File: config.mk
export PLATFORM = sky130hd
export DESIGN_NAME = mem_access_stage
export DESIGN_NICKNAME = d
export VERILOG_FILES = /design/src/rtl/otter_pkg.sv /design/src/rtl/load_formatter.sv /design/src/rtl/mem_access_stage.sv
export SDC_FILE = /design/constraint.sdc
export NUM_CORES = 1
export LEC_CHECK = 0
export CAP_MARGIN = 20
export CORE_AREA = 2 2 125 127
export CTS_CLUSTER_SIZE = 8
export DETAILED_ROUTE_END_ITERATION = 10
export DIE_AREA = 0 0 127 129
export PLACE_DENSITY = 0.7
export RECOVER_POWER = 50
export SLEW_MARGIN = 20
export SYNTH_ARGS = -nofsm -noshare
export SYNTH_HDL_FRONTEND = slang
export SYNTH_SLANG_ARGS = --single-unit
export TNS_END_PERCENT = 30
File: constraint.sdc
create_clock -name CLK -period 2.9 [get_ports CLK]
set_input_delay 0.435 -clock CLK [delete_from_list [all_inputs] [get_ports CLK]]
set_output_delay 0.435 -clock CLK [all_outputs]
set_load 0.05 [all_outputs]
File: src/rtl/otter_pkg.sv
// Shared OTTER pipeline types: memory access sizes, writeback source select
// and the registered M-to-W bundle.
package otter_pkg;

    typedef enum logic [1:0] {
        BYTE = 2'b00,
        HALF = 2'b01,
        WORD = 2'b10
    } mem_size_t;

    typedef enum logic [1:0] {
        ALU  = 2'b00,
        LOAD = 2'b01,
        PC4  = 2'b10
    } result_src_t;

    typedef struct packed {
        logic        reg_write;
        logic [1:0]  result_src;
        logic [31:0] alu_result;
        logic [31:0] read_data;
        logic [4:0]  rd;
        logic [31:0] pc_plus4;
        logic        misalign;
    } wb_bundle_t;

    // The reserved size encoding 11 behaves as a full word.
    function automatic mem_size_t to_mem_size(input logic [1:0] raw);
        case (raw)
            2'b00:   return BYTE;
            2'b01:   return HALF;
            default: return WORD;
        endcase
    endfunction

endpackage

File: src/rtl/load_formatter.sv
// Picks the addressed byte/half out of a memory read word and extends it
// to 32 bits; word loads pass straight through.
module load_formatter
    import otter_pkg::*;
(
    input  logic [31:0] rdata_i,
    input  logic [1:0]  addr_lo_i,
    input  mem_size_t   size_i,
    input  logic        zext_i,
    output logic [31:0] data_o
);

    logic [7:0]  byte_sel;
    logic [15:0] half_sel;

    always_comb begin
        case (addr_lo_i)
            2'b00:   byte_sel = rdata_i[7:0];
            2'b01:   byte_sel = rdata_i[15:8];
            2'b10:   byte_sel = rdata_i[23:16];
            default: byte_sel = rdata_i[31:24];
        endcase
        half_sel = addr_lo_i[1] ? rdata_i[31:16] : rdata_i[15:0];

        case (size_i)
            BYTE:    data_o = zext_i ? {24'b0, byte_sel} : {{24{byte_sel[7]}}, byte_sel};
            HALF:    data_o = zext_i ? {16'b0, half_sel} : {{16{half_sel[15]}}, half_sel};
            default: data_o = rdata_i;
        endcase
    end

endmodule

File: src/rtl/mem_access_stage.sv
// Memory stage: issues data-memory requests, stalls the front of the pipe
// until ACK, and registers the M-to-W bundle with formatted load data.
module mem_access_stage
    import otter_pkg::*;
(
    input  logic        CLK,
    input  logic        RST,
    input  logic        RegWriteM,
    input  logic [1:0]  ResultSrcM,
    input  logic        MemWriteM,
    input  logic [31:0] ALUResultM,
    input  logic [31:0] WriteDataM,
    input  logic [4:0]  RdM,
    input  logic [31:0] PCPlus4M,
    input  logic [1:0]  MemSizeM,
    input  logic        MemSignM,
    output logic        StallM,
    output logic        DMEM_REQ,
    output logic        DMEM_WE,
    output logic [31:0] DMEM_ADDR,
    output logic [3:0]  DMEM_BE,
    output logic [31:0] DMEM_WDATA,
    input  logic [31:0] DMEM_RDATA,
    input  logic        DMEM_ACK,
    output logic        RegWriteW,
    output logic [1:0]  ResultSrcW,
    output logic [31:0] ALUResultW,
    output logic [31:0] ReadDataW,
    output logic [4:0]  RdW,
    output logic [31:0] PCPlus4W,
    output logic        MisalignW
);

    typedef enum logic {
        IDLE = 1'b0,
        WAIT = 1'b1
    } state_t;

    state_t      state_q;
    wb_bundle_t  wb_q, wb_d;
    mem_size_t   size;
    logic        is_load, is_store, memop, misalign;
    logic [1:0]  a_lo;
    logic [31:0] load_data;

    always_comb begin
        is_load  = (ResultSrcM == 2'(LOAD));
        is_store = MemWriteM;
        memop    = is_load | is_store;
        size     = to_mem_size(MemSizeM);
        a_lo     = ALUResultM[1:0];
        misalign = memop && (((size == HALF) && a_lo[0]) ||
                             ((size == WORD) && (a_lo != 2'b00)));
    end

    assign DMEM_REQ  = memop && !misalign && !RST &&
                       ((state_q == IDLE) || (state_q == WAIT));
    assign StallM    = DMEM_REQ && !DMEM_ACK;
    assign DMEM_WE   = MemWriteM;
    assign DMEM_ADDR = {ALUResultM[31:2], 2'b00};

    // Request fields depend only on the held M inputs, so they stay stable while stalled.
    always_comb begin
        DMEM_BE    = 4'b0000;
        DMEM_WDATA = 32'b0;
        if (is_store) begin
            case (size)
                BYTE: begin
                    DMEM_BE    = 4'b0001 << a_lo;
                    DMEM_WDATA = {4{WriteDataM[7:0]}};
                end
                HALF: begin
                    DMEM_BE    = 4'b0011 << a_lo;
                    DMEM_WDATA = {2{WriteDataM[15:0]}};
                end
                default: begin
                    DMEM_BE    = 4'b1111;
                    DMEM_WDATA = WriteDataM;
                end
            endcase
        end
    end

    load_formatter u_load_formatter (
        .rdata_i   (DMEM_RDATA),
        .addr_lo_i (a_lo),
        .size_i    (size),
        .zext_i    (MemSignM),
        .data_o    (load_data)
    );

    always_ff @(posedge CLK) begin
        if (RST) begin
            state_q <= IDLE;
        end else begin
            case (state_q)
                IDLE:    if (DMEM_REQ && !DMEM_ACK) state_q <= WAIT;
                WAIT:    if (DMEM_ACK) state_q <= IDLE;
                default: state_q <= IDLE;
            endcase
        end
    end

    // A stalled cycle leaves wb_d at all-zero, which is the bubble.
    always_comb begin
        wb_d = '0;
        if (!StallM) begin
            wb_d.reg_write  = RegWriteM && !misalign;
            wb_d.result_src = ResultSrcM;
            wb_d.alu_result = ALUResultM;
            wb_d.rd         = RdM;
            wb_d.pc_plus4   = PCPlus4M;
            wb_d.misalign   = misalign;
            wb_d.read_data  = (is_load && !misalign) ? load_data : 32'b0;
        end
    end

    always_ff @(posedge CLK) begin
        if (RST) begin
            wb_q <= '0;
        end else begin
            wb_q <= wb_d;
        end
    end

    assign RegWriteW  = wb_q.reg_write;
    assign ResultSrcW = wb_q.result_src;
    assign ALUResultW = wb_q.alu_result;
    assign ReadDataW  = wb_q.read_data;
    assign RdW        = wb_q.rd;
    assign PCPlus4W   = wb_q.pc_plus4;
    assign MisalignW  = wb_q.misalign;

endmodule

# [After elaboration in Yosys (flattened, before gate mapping)]
# Cells that the tools add are included.
[totals] reg_bits=105 inputBits=143 output_inout_bits=176 elab_cells=45
[op_classes] eq_ne=6 shifts=2 mux=10 bitwise=2 reduce_logical=18
[op_table] cell="32-bit case mux with 2 select lines" n=2
[op_table] cell="32-bit two-way mux" n=3
[op_table] cell="8-bit case mux with 3 select lines" n=1
[op_table] cell="16-bit two-way mux" n=1
[op_table] cell="2-bit by 1-bit equality test with 1-bit output (second input constant)" n=4
[op_table] cell="1-bit logical AND" n=8
[op_table] cell="4-bit case mux with 2 select lines" n=1
[op_table] cell="2-bit logical NOT" n=3
[op_table] cell="2-bit equality test (second input constant)" n=2
[op_table] cell="4-bit two-way mux" n=1
[op_table] cell="2-bit case mux with 2 select lines" n=1
[op_table] cell="1-bit by 2-bit left shift with 4-bit output (first input constant)" n=1
[op_table] cell="2-bit by 2-bit left shift with 4-bit output (first input constant)" n=1
[op_table] cell="1-bit logical NOT" n=3
[op_table] cell="3-bit OR reduction" n=1
[op_table] cell="2-bit nonzero test" n=1
[op_table] cell="2-bit OR reduction" n=1
[op_table] cell="1-bit logical OR" n=1
[op_table] cell="1-bit inverter" n=1
[op_table] cell="1-bit OR" n=1

# [Logic depth before layout (Yosys ltp)]
[logic_depth] depth_word=11 mapped_depth=7 depth_no_buf=4

# [By module]
# Synthesis repeated with hierarchy kept, for this count alone.
[hier_totals] cells_unflattened=498 area_unflattened_um2=4819.6
[modules_own_cells] mod="mem_access_stage" instances=1 cells_each=383 area_each_um2=3973.8 seq_area_each_um2=2102.0
[modules_own_cells] mod="load_formatter" instances=1 cells_each=115 area_each_um2=845.8 seq_area_each_um2=0.0

# [Least setup slack after synthesis]
# No wires, ideal clock.
[synth_path] kind="in2out" start="in MemSizeM[1]" end="out DMEM_WDATA[10]" t_arrival_ns=2.397 required_ns=2.465 setup_slack_ns=0.068 path_stages=6 cell_sequence="clkbuf_1 buf_2 inv_2 nand2_1 nand2_1 a21boi_0"
[synth_between] elab_chain_len=5 word_cells_on_any_way=7 classes_between="eq/ne (2); mux (3); reduce/logical (2)"
[synth_lines] element="start, declared" line="mem_access_stage.sv:15" source="input logic [1:0] MemSizeM,"
[synth_lines] element="2-bit by 1-bit equality test with 1-bit output or 2-bit logical NOT (tied branches)" line="otter_pkg.sv:29" source="case (raw)"
[synth_lines] element="2-bit case mux with 2 select lines (*)" line="otter_pkg.sv:29"
[synth_lines] element="2-bit by 1-bit equality test with 1-bit output or 2-bit logical NOT (tied branches)" line="mem_access_stage.sv:67" source="case (size)"
[synth_lines] element="32-bit case mux with 2 select lines (*)" line="mem_access_stage.sv:67"
[synth_lines] element="32-bit two-way mux (*)" line="mem_access_stage.sv:66" source="if (is_store) begin"
[synth_lines] element="end, declared" line="mem_access_stage.sv:22" source="output logic [31:0] DMEM_WDATA,"
# Every way passes the cells marked *; elsewhere a longest branch is shown, timed or not.

# [Worst setup path after layout]
[layout_path] start="in MemSizeM[0]" end="out DMEM_WDATA[14]"
# The elaborated chain is that of the path after synthesis.

==> results.sh <==
export IMPL_drtIter0Drc=281
export IMPL_setup_violations=0
export IMPL_fp_dieH_um=129
export IMPL_cts_path_max_buffers=2
export IMPL_vdd_drop_max_v=0.0002390
export IMPL_startpoint_type="input pin"
export IMPL_p_sw_share_pct=32.45
export IMPL_overflow=0
export IMPL_cap_violations=0
export IMPL_grt_start_max_net_pins=71
export IMPL_rsz0062_at_grt="no"
export IMPL_final_common_cell="clkdlybuf4s50_1"
export IMPL_hold_class="in -> reg"
export IMPL_cts_setup_buffers=0
export IMPL_syn_avg_cell_area_um2=9.550
export IMPL_floorplan_die_area_um2=16380
export IMPL_synthToLayoutAreaGrowth_pct=84.51
export IMPL_die_w_um=127
export IMPL_final_cells=921
export IMPL_post_place_ws_ns=0.1906
export IMPL_drive_above_1_share_pct=12.01
export IMPL_worst_pin_slew_ns=1.032
export IMPL_hpwlAfterDp_um=11470
export IMPL_endpoint_kind="output port"
export IMPL_crit_top_cell="nand2_1"
export IMPL_seq_power_share_pct=39.6
export IMPL_drc=0
export IMPL_syn_inst=455
export IMPL_synth_yosys_seq_area_share_pct=48.37
export IMPL_postRouteAntennaNets=0
export IMPL_synth_area_um2=4345
export IMPL_nNetsFinal=871
export IMPL_crit_path_start="MemSizeM[0]"
export IMPL_period_needed_ns=2.548
export IMPL_power_density_nw_per_um2=479.6
export IMPL_cts_sinks=105
export IMPL_first_pass_iters=5
export IMPL_setup_tns_ns=0
export IMPL_cts_tree="yes"
export IMPL_synth_cell_types=38
export IMPL_leakage_nw=3.490
export IMPL_comb_power_share_pct=31.4
export IMPL_internal_power_mw=2.597
export IMPL_initial_utilization_pct=29.01
export IMPL_postLayoutCoreUtil_pct=53.53
export IMPL_cpPeakStageDelay_ns=0.57
export IMPL_slowest_stage="clkdlybuf4s50_1"
export IMPL_fillers=1307
export IMPL_setup_ws_ns=0.3521
export IMPL_grt_pass1_vias=4172
export IMPL_yosys_warnings=0
export IMPL_crit_end="DMEM_WDATA[14]"
export IMPL_cp_required_ns=2.47
export IMPL_slew_headroom_pct=31.23
export IMPL_finalHoldViolCount=0
export IMPL_fp_coreArea_um2=14980
export IMPL_worst_path_max_fanout=9
export IMPL_diodes=0
export IMPL_vias=4103
export IMPL_cts_root_buf="clkbuf_16"
export IMPL_cts_buffers=9
export IMPL_wl_per_cell_um=16.03
export IMPL_core_rowCount=45
export IMPL_antenna_found_initial=0
export IMPL_grt_pass1_wl_um=22400
export IMPL_synth_seq_cells=105
export IMPL_critPathKind="in -> out"
export IMPL_p_clk_share_pct=29.1
export IMPL_boundaryPins=319
export IMPL_gr_usage_all_layers_pct=17.65
export IMPL_via_per_inst=4.455
export IMPL_ctsHoldBuffers=0
export IMPL_final_cell_mix="clkdlybuf4s50_1 (170), dlygate4sd3_1 (106), dfxtp_1 (105)"
export IMPL_path_cells="clkdlybuf4s50_1 > inv_1 > nand2_1 > nand2_1 > a21boi_0 > buf_12"
export IMPL_wl_um=14760
export IMPL_status="finished clean"
export IMPL_cp_arrival_ns=2.11
export IMPL_drv_slew=0
export IMPL_postCtsResizedCells=0
export IMPL_routabilityCongestion=0.8400
export IMPL_io_buffers=316
export IMPL_fmax_ghz=0.3925
export IMPL_min_period_over_period_pct=87.86
export IMPL_htreeDepth=3
export IMPL_p_sw_mw=1.248
export IMPL_p_total_mw=3.845
export IMPL_post_place_cells=905
export IMPL_clk_pin_slew_ns=0.07
[worst min path at each step]
stage	endpoint	from	cells after the start
global route	ReadDataW[15]$_SDFF_PP0_	MemSizeM[1]	2
floorplan	ResultSrcW[1]$_SDFF_PP0_	RST	1
CTS	ReadDataW[15]$_SDFF_PP0_	MemSizeM[1]	2
global placement	ReadDataW[15]$_SDFF_PP0_	MemSizeM[1]	2
finish	ReadDataW[15]$_SDFF_PP0_	MemSizeM[1]	2
detailed placement	ReadDataW[15]$_SDFF_PP0_	MemSizeM[1]	2
[routing by layer]
layer / wire [um] / up-vias / GRT usage (%) / part of all wire, %
met2: 7470 / 201 / 31.75 / 51
met1: 5615 / 1868 / 19.19 / 38
met4: 314 / 0 / 6.723 / 2.1
li1: - / 2014 / - / -
met3: 1363 / 20 / 6.112 / 9.2
met5: 0 / - / 0 / 0
[sequential cells by signal, indices dropped and copies added, names as in the netlist]
name / flops
ALUResultW: 32
RegWriteW: 1
MisalignW: 1
ResultSrcW: 2
PCPlus4W: 32
RdW: 5
ReadDataW: 32
[logic make-up (layout without fill, tap and decap cells)]
group                  Yosys count  in the layout  share of synthesized area (%)
AOI/OAI and AO/OA               74             74                          14.40
buffers and inverters           77            354                          10.45
DFF                            105            105                          48.37
muxes                           24             24                          5.989
other                            1              2                        0.08630
and+or+nand+nor                174            174                          20.70
[cells in the mapped netlist (all sizes together)]
cell    count  area share (%)
nor2       18             1.7
buf        48             7.9
and2       79              11
o21ai      12             1.4
mux2        6             1.6
inv        12             1.0
a21oi      21             3.6
clkbuf     17             1.5
o211a       8             1.8
o21a        2            0.35
o211ai      1            0.29
a32oi       1            0.20
a222oi      6             1.4
nand2      60             5.2
o31a        2            0.40
a221oi      8             2.5
nor2b      10             1.4
nor3b       2            0.35
dfxtp     105              48
a211oi      2            0.35
nor4        3            0.43
or3         1            0.14
conb        1           0.086
nor3        1            0.12
mux2i      17             3.9
mux4        1            0.52
a21boi      9             1.6
o221ai      1            0.20
a311oi      1            0.35
[through the flow]
| step | instance area, um2 | hold slack [ns] |
|---|---|---|
| floorplan | 4349 | 0.5135 |
| detailed placement | 7800 | 0.8446 |
| global route | 8018 | 0.5089 |
| finish | 8018 | 0.5043 |
| global placement | 7800 | 0.8411 |
| CTS | 8064 | 0.4635 |
[area by class of cell]
cell class | instances | area (um2) | share of cell area [%]
Inverter | 12 | 45.04 | 0.5618
Timing Repair Buffer | 326 | 3618 | 45.13
Multi-Input combinational cell | 274 | 1753 | 21.86
Clock buffer | 11 | 232.7 | 2.903
Sequential cell | 105 | 2102 | 26.22
Tap cell | 188 | 235.2 | 2.934
Clock inverter | 5 | 31.28 | 0.3901
[critical path, delay by kind of cell]
kind                   cells  cell delay, ns
buffers and inverters      3            0.91
and+or+nand+nor            2            0.43
AOI/OAI and AO/OA          1            0.34
[power groups by stage]
| stage | logic [mW] | registers (mW) | clock network [mW] |
|---|---|---|---|
| 2_1_floorplan | 0.453 | 1.79 | 0 |
| 3_3_place_gp | 1.23 | 1.56 | 0 |
| 3_5_place_dp | 1.24 | 1.56 | 0 |
| 4_1_cts | 1.25 | 1.52 | 1.16 |
| 5_1_grt | 1.26 | 1.53 | 1.22 |
| 6_report | 1.21 | 1.52 | 1.12 |
Note: power is estimated with default switching activity, not from simulation.
